$ cat config.mk
export PLATFORM = sky130hd
export DESIGN_NAME = eco_vector_sweeper
export DESIGN_NICKNAME = d
export VERILOG_FILES = /design/src/rtl/eco_vector_sweeper.sv
export SDC_FILE = /design/constraint.sdc
export NUM_CORES = 1
export LEC_CHECK = 0
export ABC_AREA = 1
export BUFFER_PORTS_ARGS = -buffer_cell sky130_fd_sc_hd__buf_2
export CAP_MARGIN = 30
export CORE_UTILIZATION = 54
export DETAILED_ROUTE_END_ITERATION = 10
export PLACE_DENSITY = 0.87
export RECOVER_POWER = 25
export SYNTH_ARGS = -nofsm -noshare
export SYNTH_HDL_FRONTEND = slang
export SYNTH_SLANG_ARGS = --single-unit
$ cat constraint.sdc
create_clock -name clk -period 1.8 [get_ports clk]
set_input_delay 0.09 -clock clk [delete_from_list [all_inputs] [get_ports clk]]
set_output_delay 0.09 -clock clk [all_outputs]
set_load 0.01 [all_outputs]
$ cat src/rtl/eco_vector_sweeper.sv
// Exhaustive {a,b} sweep around an ECO-patched combinational netlist, comparing y against a golden y.
// Optional build macro: ECO_SWEEP_STOP_ON_FAIL_EN (halt the sweep on the first mismatching vector).
module eco_vector_sweeper #(
  parameter int IN_W   = 4,
  parameter int OUT_W  = 4,
  parameter int SETTLE = 1
) (
  input  logic                clk,
  input  logic                rst_n,
  input  logic                start,
  output logic [IN_W-1:0]     a_o,
  output logic [IN_W-1:0]     b_o,
  input  logic [OUT_W-1:0]    y_impl_i,
  input  logic [OUT_W-1:0]    y_gold_i,
  output logic                busy,
  output logic                done,
  output logic                pass,
  output logic [2*IN_W:0]     mismatch_cnt,
  output logic                first_fail_valid,
  output logic [2*IN_W-1:0]   first_fail_vec
);

  localparam int VW  = 2 * IN_W;
  localparam int CW  = 2 * IN_W + 1;
  localparam int SCW = $clog2(SETTLE + 1) + 1;

  localparam logic [1:0] ST_IDLE   = 2'd0;
  localparam logic [1:0] ST_SETTLE = 2'd1;
  localparam logic [1:0] ST_CHECK  = 2'd2;
  localparam logic [1:0] ST_DONE   = 2'd3;

  // First vector settles one extra cycle to cover the registered launch of a_o/b_o.
  localparam logic [SCW-1:0] SETTLE_FIRST  = SCW'(SETTLE);
  localparam logic [SCW-1:0] SETTLE_RELOAD = SCW'(SETTLE - 1);

  logic [1:0]     state;
  logic [VW-1:0]  vec;
  logic [SCW-1:0] settle_cnt;
  logic           mismatch;
  logic           last_vec;
  logic           cnt_sat;
  logic           stop_now;

  assign mismatch = (y_impl_i != y_gold_i);
  assign last_vec = &vec;
  assign cnt_sat  = &mismatch_cnt;

`ifdef ECO_SWEEP_STOP_ON_FAIL_EN
  assign stop_now = last_vec || mismatch;
`else
  assign stop_now = last_vec;
`endif

  assign a_o  = vec[VW-1:IN_W];
  assign b_o  = vec[IN_W-1:0];
  assign pass = done && (mismatch_cnt == '0);

  always_ff @(posedge clk) begin
    if (!rst_n) begin
      state            <= ST_IDLE;
      vec              <= '0;
      settle_cnt       <= '0;
      mismatch_cnt     <= '0;
      first_fail_valid <= 1'b0;
      first_fail_vec   <= '0;
      busy             <= 1'b0;
      done             <= 1'b0;
    end else begin
      case (state)
        ST_IDLE, ST_DONE: begin
          if (start) begin
            state            <= ST_SETTLE;
            vec              <= '0;
            settle_cnt       <= SETTLE_FIRST;
            mismatch_cnt     <= '0;
            first_fail_valid <= 1'b0;
            first_fail_vec   <= '0;
            busy             <= 1'b1;
            done             <= 1'b0;
          end
        end
        ST_SETTLE: begin
          if (settle_cnt == '0) begin
            state <= ST_CHECK;
          end else begin
            settle_cnt <= settle_cnt - SCW'(1);
          end
        end
        ST_CHECK: begin
          if (mismatch) begin
            if (!cnt_sat) begin
              mismatch_cnt <= mismatch_cnt + CW'(1);
            end
            if (!first_fail_valid) begin
              first_fail_valid <= 1'b1;
              first_fail_vec   <= vec;
            end
          end
          if (stop_now) begin
            state <= ST_DONE;
            busy  <= 1'b0;
            done  <= 1'b1;
          end else begin
            state      <= ST_SETTLE;
            vec        <= vec + VW'(1);
            settle_cnt <= SETTLE_RELOAD;
          end
        end
        default: begin
          state <= ST_IDLE;
          busy  <= 1'b0;
          done  <= 1'b0;
        end
      endcase
    end
  end

endmodule

# [Word level (Yosys, flattened, before mapping)]
# Index checks and enable logic that the tools add are counted.
# Widths: inputs -> output; s select.
[word_totals] reg_bits=32 word_cells=63
[classes] n_addsub=3 n_eq_ne=12 n_mux=25 n_reduce_logical=15
[op_table] cell="$mux 8" n=4
[op_table] cell="$pmux 8 s2" n=2
[op_table] cell="$mux 9" n=3
[op_table] cell="$pmux 9 s2" n=1
[op_table] cell="$ne 2x2->1 const B" n=8
[op_table] cell="$pmux 2 s3" n=2
[op_table] cell="$reduce_and 3->1" n=4
[op_table] cell="$mux 2" n=5
[op_table] cell="$add 9x1->9 const B" n=1
[op_table] cell="$logic_not 9->1" n=1
[op_table] cell="$reduce_and 9->1" n=1
[op_table] cell="$add 8x1->8 const B" n=1
[op_table] cell="$reduce_and 4->1" n=2
[op_table] cell="$reduce_and 8->1" n=1
[op_table] cell="$pmux 1 s2" n=3
[op_table] cell="$mux 1" n=5
[op_table] cell="$eq 2x2->1 const B" n=2
[op_table] cell="$logic_not 2->1" n=2
[op_table] cell="$ne 4x4->1" n=1
[op_table] cell="$eq 2x1->1 const B" n=1
[op_table] cell="$reduce_and 2->1" n=1
[op_table] cell="$reduce_bool 2->1" n=1
[op_table] cell="$reduce_or 2->1" n=1
[op_table] cell="$sub 2x1->2 const B" n=1
[op_table] cell="$logic_and 1x1->1" n=1

# [Longest topological paths before layout]
# Gate-level depths: netlist (run 1).
[logic_depth] word_depth=4 mapped_depth=11

# [Worst setup path after synthesis (run 1)]
# OpenSTA, ideal clock, no wires.
[synth_timing] path_kind="reg2reg" from="reg state[0]" to="reg first_fail_vec[3]" setup_time_ns=0.132 t_arrival_ns=1.564 required_ns=1.668 path_slack_ns=0.104 path_stages_with_launch=9 path_buffers=0 synth_period_minus_slack_ns=1.696 cell_sequence="dfxtp_1 inv_1 ha_1 inv_1 nor2_1 a21oi_4 nand3_1 nand2_1 a21oi_1"
[synth_via] elab_chain_len=4 word_cells_on_any_way=10 classes_between="5 x eq/ne; 1 x mux; 4 x reduce/logical"
[synth_rtl] item="start, declared" line="36" source="logic [1:0] state;"
[synth_rtl] item="start signal, assigned" line="60" source="state <= ST_IDLE;"
[synth_rtl] item="start signal, assigned" line="72" source="state <= ST_SETTLE;"
[synth_rtl] item="start signal, assigned" line="84" source="state <= ST_CHECK;"
[synth_rtl] item="$eq 2x2->1 or $logic_not 2->1 (tied branches)" line="69" source="case (state)"
[synth_rtl] item="$reduce_or 2->1" line="69"
[synth_rtl] item="$ne 2x2->1 (no line) or $reduce_bool 2->1 (tied branches)"
[synth_rtl] item="$reduce_and 4->1 (no line)"
[synth_rtl] item="end signal, assigned" line="96" source="first_fail_vec <= vec;"
[synth_rtl] item="end, declared" line="20" source="output logic [2*IN_W-1:0] first_fail_vec"
# Several ways; a longest one is shown, not always the timed one.
# A chain may end at the register's enable or synchronous reset.

# [Worst setup path after layout (run 1)]
[layout_timing] from="reg mismatch_cnt[1]" to="reg mismatch_cnt[1]"
[layout_via] elab_chain_len=4 word_cells_on_any_way=7 classes_between="1 x add/sub; 1 x eq/ne; 3 x mux; 2 x reduce/logical"
[layout_rtl] item="start, declared" line="18" source="output logic [2*IN_W:0] mismatch_cnt,"
[layout_rtl] item="start signal, assigned" line="92" source="mismatch_cnt <= mismatch_cnt + CW'(1);"
[layout_rtl] item="$add 9x1->9" line="92"
[layout_rtl] item="$mux 9" line="91" source="if (!cnt_sat) begin"
[layout_rtl] item="$mux 9" line="90" source="if (mismatch) begin"
[layout_rtl] item="$pmux 9 s2" line="69"
# Several ways; a longest one is shown, not always the timed one. The select of a mux whose other input is x is not followed.

==> summary.md, run 1 <==
| Metric | Value |
|---|---|
| Total CTS buffers | 5 |
| CP max stage delay | 350 ps |
| Min Tclk post-route | 1720 ps |
| Synth unique cells | 25 |
| Fmax | 581 MHz |
| FFs w/ async S/R, synth | 0% |
| Share of cells above drive strength 1 | 19.4% |
| Reg clk slew, reported paths | 110 ps |
| Placed cells | 364 |
| Initial antenna violation count | 0 |
| Die area | 3630 um2 |
| Sequential element share of the synthesized area | 34.9% |
| Synth Instances | 277 |
| Die height | 60.3 um |
| Worst hold slack | 41.4 ps |
| Clock Sinks | 32 |
| Setup crit end kind | flip-flop |
| Drt first pass iters | 5 |
| CTS tree | yes |
| DRT antenna net count | 0 |
| Site Rows | 20 |
| Final setup viols | 0 |
| Non-filler cells, final | 374 |
| CP max-delay cell | dfxtp_2 |
| Vias in the first global route | 1,687 |
| Syn nets | 296 |
| Number of synthesized flops with an enable pin | 0 |
| Status | completed |
| Initial drt markers | 177 |
| Worst-margin pin slew | 519 ps |
| Pin count of the biggest net entering global routing | 20 |
| Slew Viols, Final | 0 |
| Yosys warns | 0 |
| FF+latch count, synth | 32 |
| Count of final hold-check violations | 0 |
| Worst-path cell chain | ha_2, nand2_1, inv_1, nand4_1, nor2_1, ha_2, nand2_4, inv_1, nor2_1, nand4_1, a21oi_1 |
| H-tree levels | 2 |
| Vias per cell | 5.29 |
| Worst path bufs/invs | 2 |
| Total Power | 2.09 mW |
| Crit Path Class | flip-flop to flip-flop |
| Gr usage total | 26.5% |
| Post-synthesis cell area | 1830 um2 |
| Leak Pwr | 1.01 nW |
| Syn Area/Cell | 6.62 um2 |
| Final HPWL DP | 3.16 mm |
| VDD IR-drop max | 0.687 mV |
| Post-route core utilization | 72.4% |
| Power Dens Cells | 923 nW/um2 |
| Final GP Congestion | 0.873 |
| CTS root buf | clkbuf_4 |
| Top-count cell post-synth | nand2_1 |
| Commonest cells post-synth | nand2_1, inv_1, dfxtp_1, nor2_1, a21oi_1 |
| CP top delay family | simple AND/OR/NAND/NOR gates |
| Post-synth top flop | dfxtp_1 |
| Worst EP required | 2040 ps |
| Layout area overhead | 23.5% |
| Arr. time, crit path | 1960 ps |
| Worst-case clock buffer depth | 2 |
| First-pass GRT wire length | 7.14 mm |
| Drc violations | 0 |
| Core area | 3130 um2 |
| Routed Wire Length | 4.47 mm |
| Port buffer count | 39 |
| Max-cap violations | 0 |
| Gr ovfl total | 0 |
| Nets | 348 |
| Avg WL per Cell | 11.9 um |
| Routed via count | 1,978 |
| Tightest Hold Check Type | primary input to flip-flop |
| Antenna cells | 0 |
| IO Count | 40 |
| Skew final | 14.0 ps |
| Fin crit share | 95.6% |
| Cell taking the most area after synthesis | dfxtp_1 |
| DIE WIDTH | 60.3 um |
| Top post-synthesis cells by area | dfxtp_1, nand2_1, inv_1 |
| Rel. slew slack | 65.2% |
| Worst-path maximum fanout | 10 |
| Initial Utilization | 58.6% |
| CP Launch Type | flip-flop |
| Latest clock arrival within the worst-skew pair | 360 ps |
| Hold buffer count at CTS | 0 |
| Top cell type's share of synthesized area | 34.9% |
-- layout by cell type, fill, tap and decap left out, types with 5 or more instances in the layout --
| cell type | instances |
|---|---|
| nor2_1 | 29 |
| buf_2 | 25 |
| clkbuf_1 | 14 |
| o21ai_0 | 10 |
| clkbuf_4 | 5 |
| nand2_1 | 66 |
| dfxtp_1 | 29 |
| inv_1 | 41 |
| ha_1 | 6 |
| buf_4 | 13 |
| nand4_1 | 22 |
| nand3_1 | 15 |
| a21oi_1 | 28 |
-- through the flow --
step,setup WS [ps],TNS [ps],area (um2)
CTS,15.8,0,2230
finish,79.3,0,2260
detailed placement,1.33,0,2140
global placement,60.2,0,2140
floorplan,104,0,1830
global route,-25.5,-69.2,2260
-- tightest hold or removal path, delay by kind of cell --
kind | cells | cell delay, ps
buffers and inverters | 1 | 160
and+or+nand+nor | 2 | 120
-- what timing repair did --
| item | CTS | global route |
|---|---|---|
| endpoints found under the setup margin | 13 | 24 |
| buffers inserted | 0 | 2 |
| pin swaps | 0 | 0 |
| resized for setup | 1 | 10 |
-- power by group --
part	switching [mW]	internal, mW	leakage (nW)
clock	0.266	0.369	0.0515
sequential	0.0341	0.754	0.260
combinational	0.411	0.255	0.698
total	0.711	1.38	1.01
-- registers in the layout (all words and copies together) (netlist names) --
signal	flops
mismatch_cnt	9
busy	1
first_fail_valid	1
state	2
vec	8
first_fail_vec	8
settle_cnt	2
done	1
-- per-layer routing --
metal	vias up	share of wire, %	global-route usage, %
met3	11	6.7	8.01
met2	87	48	41.8
met1	879	42	33.2
met4	0	2.4	11.6
met5	-	0	0
li1	1001	-	-
-- final timing paths --
path,from,endpoint,slack (ps),cells after the start
setup reg to reg,mismatch_cnt[1],mismatch_cnt[1],80,11
hold / removal,rst_n,mismatch_cnt[6],40,3
setup / recovery,mismatch_cnt[1],mismatch_cnt[1],80,11
hold reg to reg,settle_cnt[1],settle_cnt[1],460,2
-- layout make-up --
type                    instances  area (um2)
inverters                      45         170
repair buffers                 53         295
flip-flops and latches         32         644
multi-input cells             192        1000
clock inverters                 1        30.0
clock buffers                   7        65.1
well taps                      44        55.1
fillers                       259         865
-- kinds of logic (layout without fill, tap and decap cells) --
| group | count (synthesis) | count (layout) | synth area share [%] |
|---|---|---|---|
| buffers and inverters | 53 | 106 | 11.9 |
| adders and majority gates | 8 | 8 | 5.46 |
| and+or+nand+nor | 144 | 144 | 35.9 |
| DFF | 32 | 32 | 34.9 |
| xor gates and xnor gates | 1 | 1 | 0.478 |
| AOI/OAI and AO/OA | 39 | 39 | 11.3 |
No activity file was read; power rests on OpenSTA's default activity.
==> run 2, diff against run 1 <==
--- a/config.mk
+++ b/config.mk
@@ -5,10 +5,9 @@
 export SDC_FILE = /design/constraint.sdc
 export NUM_CORES = 1
 export LEC_CHECK = 0
-export ABC_AREA = 1
 export BUFFER_PORTS_ARGS = -buffer_cell sky130_fd_sc_hd__buf_2
 export CAP_MARGIN = 30
-export CORE_UTILIZATION = 54
+export CORE_UTILIZATION = 53
 export DETAILED_ROUTE_END_ITERATION = 10
 export PLACE_DENSITY = 0.87
 export RECOVER_POWER = 25
==> summary.md, run 2 <==
| Metric | Value |
|---|---|
| Status | complete, but fails checks (was completed) |
| Failing checks | negative setup slack |
| CTS root buf | clkbuf_4 (unchanged) |
| Port buffer count | 39 (unchanged) |
| Worst-case clock buffer depth | 2 (unchanged) |
| Rel. slew slack | 68.2% (was 65.2%) |
| CP Launch Type | flip-flop (unchanged) |
| H-tree levels | 2 (unchanged) |
| Crit Path Class | flip-flop to flip-flop (unchanged) |
| Die height | 58.2 um (was 60.3 um) |
| IO Count | 40 (unchanged) |
| Top post-synthesis cells by area | dfxtp_1, ha_1, a32o_1 (was dfxtp_1, nand2_1, inv_1) |
| Leak Pwr | 0.839 nW (was 1.01 nW) |
| Placed cells | 277 (was 364) |
| Gr ovfl total | 0 (unchanged) |
| Nets | 260 (was 348) |
| Latest clock arrival within the worst-skew pair | 350 ps (was 360 ps) |
| Crit path to | mismatch_cnt[5] (was mismatch_cnt[1]) |
| CTS tree | yes (unchanged) |
| Gr usage total | 26.1% (was 26.5%) |
| Synth Instances | 180 (was 277) |
| FFs w/ async S/R, synth | 0% (unchanged) |
| Vias in the first global route | 1,478 (was 1,687) |
| Fmax | 537 MHz (was 581 MHz) |
| Cell taking the most area after synthesis | dfxtp_1 (unchanged) |
| Yosys warns | 0 (unchanged) |
| Sequential element share of the synthesized area | 38.2% (was 34.9%) |
| Max-cap violations | 0 (unchanged) |
| Worst-margin pin slew | 476 ps (was 519 ps) |
| Hold path depth | 2 (was 3) |
| Core area | 3030 um2 (was 3130 um2) |
| Reg clk slew, reported paths | 110 ps (about the same) |
| Clock Sinks | 32 (unchanged) |
| Synth unique cells | 50 (was 25) |
| Post-route core utilization | 71.4% (was 72.4%) |
| Post-synthesis cell area | 1680 um2 (was 1830 um2) |
| Tightest Hold Check Type | primary input to flip-flop (unchanged) |
| Routed via count | 1,667 (was 1,978) |
| Pin count of the biggest net entering global routing | 15 (was 20) |
| Fin crit share | 103% (was 95.6%) |
| VDD IR-drop max | 0.525 mV (was 0.687 mV) |
| Final HPWL DP | 2.96 mm (was 3.16 mm) |
| Worst-path maximum fanout | 5 (was 10) |
| FF+latch count, synth | 32 (unchanged) |
| Slew Viols, Final | 0 (unchanged) |
| Drt first pass iters | 4 (was 5) |
| Setup crit end kind | flip-flop (unchanged) |
| R2r endpoint | mismatch_cnt[5] (was mismatch_cnt[1]) |
| Reg with most FFs | mismatch_cnt (unchanged) |
| Syn nets | 199 (was 296) |
| Largest register FFs | 9 (unchanged) |
| Total CTS buffers | 5 (unchanged) |
| Min Tclk post-route | 1860 ps (was 1720 ps) |
| Regs by FF count | mismatch_cnt (9), first_fail_vec (8), vec (8) (unchanged) |
| DIE WIDTH | 58.2 um (was 60.3 um) |
| R2R Path Start | mismatch_cnt[0] (was mismatch_cnt[1]) |
| Worst Setup SP | mismatch_cnt[0] (was mismatch_cnt[1]) |
| Final GP Congestion | 0.827 (was 0.873) |
| Routed Wire Length | 4.06 mm (was 4.47 mm) |
| Post-synth top flop | dfxtp_1 (unchanged) |
| Hold buffer count at CTS | 0 (unchanged) |
| Number of synthesized flops with an enable pin | 0 (unchanged) |
| First-pass GRT wire length | 6.68 mm (was 7.14 mm) |
| RSZ-0062 raised after global routing | yes |
| Layout area overhead | 28.9% (was 23.5%) |
| Avg WL per Cell | 14.2 um (was 11.9 um) |
| Top-count cell post-synth | dfxtp_1 (was nand2_1) |
| Most common cell after layout, fill and taps aside | dfxtp_1 (was nand2_1) |
| Worst Min Path Start | rst_n (unchanged) |
| Initial Utilization | 55.4% (was 58.6%) |
| Syn Area/Cell | 9.31 um2 (was 6.62 um2) |
| Drc violations | 0 (unchanged) |
| Antenna cells | 0 (unchanged) |
| Arr. time, crit path | 2160 ps (was 1960 ps) |
| Reg2reg setup slack | -60 ps (was 80 ps) |
| Count of final hold-check violations | 0 (unchanged) |
| Worst EP required | 2090 ps (was 2040 ps) |
| Most frequent cells in the layout | dfxtp_1, buf_2, buf_4 (was nand2_1, inv_1, nor2_1, dfxtp_1, a21oi_1) |
| Power Dens Cells | 765 nW/um2 (was 923 nW/um2) |
| Non-filler cells, final | 286 (was 374) |
| Worst hold slack | 85.2 ps (was 41.4 ps) |
| Final setup viols | 1 (was 0) |
| Final worst slack | -60.7 ps (was 79.3 ps) |
| Die area | 3390 um2 (was 3630 um2) |
| Top cell type's share of synthesized area | 38.2% (was 34.9%) |
| Commonest cells post-synth | dfxtp_1, nand2_1, inv_1 (was nand2_1, inv_1, dfxtp_1, nor2_1, a21oi_1) |
| Setup_tns | -60.7 ps (was 0 ps) |
| Skew final | 8.41 ps (was 14.0 ps) |
| Site Rows | 20 (unchanged) |
| Share of cells above drive strength 1 | 30.2% (was 19.4%) |
| Initial drt markers | 72 (was 177) |
| DRT antenna net count | 0 (unchanged) |
| R2R depth | 8 (was 11) |
| Vias per cell | 5.83 (was 5.29) |
| Initial antenna violation count | 0 (unchanged) |
run 2: cell count changes after synthesis, sizes merged, moves of 14 or more:
| cell | change |
|---|---|
| inv | -34 |
| nor2 | -25 |
| nand2 | -54 |
| nand4 | -19 |
| a21oi | -21 |
| nand3 | -14 |
run 2: cells by family (layout without fill, tap and decap cells):
family / after synthesis / count (layout) / synth area share, %
buf+inv: 14 / 76 / 3.73
xor+xnor: 6 / 6 / 3.13
fa+ha+maj: 8 / 8 / 5.97
simple gates: 67 / 67 / 23.5
flops: 32 / 32 / 38.2
mux: 5 / 5 / 4.03
compound gates: 48 / 48 / 21.4
run 2: final cells by class:
| cell class | count | area (um2) |
|---|---|---|
| Tap cell | 44 | 55.1 |
| Sequential cell | 32 | 644 |
| Timing Repair Buffer | 59 | 330 |
| Clock inverter | 3 | 18.8 |
| Clock buffer | 5 | 37.5 |
| Inverter | 9 | 33.8 |
| Multi-Input combinational cell | 134 | 1040 |
| Fill cell | 244 | 867 |
run 2: per-layer routing:
layer,global-route usage (%),vias up,share of wire [%],wire length [um]
li1,-,818,-,-
met3,6.92,11,6.1,248
met5,0,-,0,0
met2,42.2,63,46,1870
met1,32.5,775,46,1860
met4,11.6,0,2.0,81
run 2: how the worst min path moves through the flow:
stage / to / slack (ps)
after floorplan: done / 300
after global placement: state[1] / 450
after detailed placement: state[1] / 460
after CTS: state[1] / 80
after global routing: settle_cnt[0] / 80
final: state[1] / 90
run 2: metrics by stage:
stage | power [mW] | area [um2] | setup slack [ps]
finish | 1.65 | 2160 | -60.7
global route | 1.73 | 2160 | -139
CTS | 1.64 | 2140 | -39.6
detailed placement | 1.22 | 2060 | -33.2
global placement | 1.21 | 2060 | 9.04
floorplan | 1.08 | 1700 | -24.5
run 2: critical path, cell delays in order, from the launching register on:
cell	delay, ps
dfxtp_2	350
ha_4	160
nand2_2	50
nor3_1	40
ha_2	210
nand4b_1	170
or3_4	370
or4_1	400
nand2_1	60
run 2: power breakdown:
| group | internal (mW) | switching [mW] | total (mW) | leakage, nW |
|---|---|---|---|---|
| clock network | 0.150 | 0.263 | 0.412 | 0.0349 |
| logic | 0.222 | 0.263 | 0.485 | 0.544 |
| registers | 0.736 | 0.0189 | 0.755 | 0.260 |
| total | 1.11 | 0.545 | 1.65 | 0.839 |
run 2: what timing repair did:
item | CTS | global route
gates resized for setup | 5 | 6
setup endpoints to repair | 14 | 6
setup buffers | 0 | 1
endpoints found under the hold margin | 0 | 0
pin swaps | 0 | 4
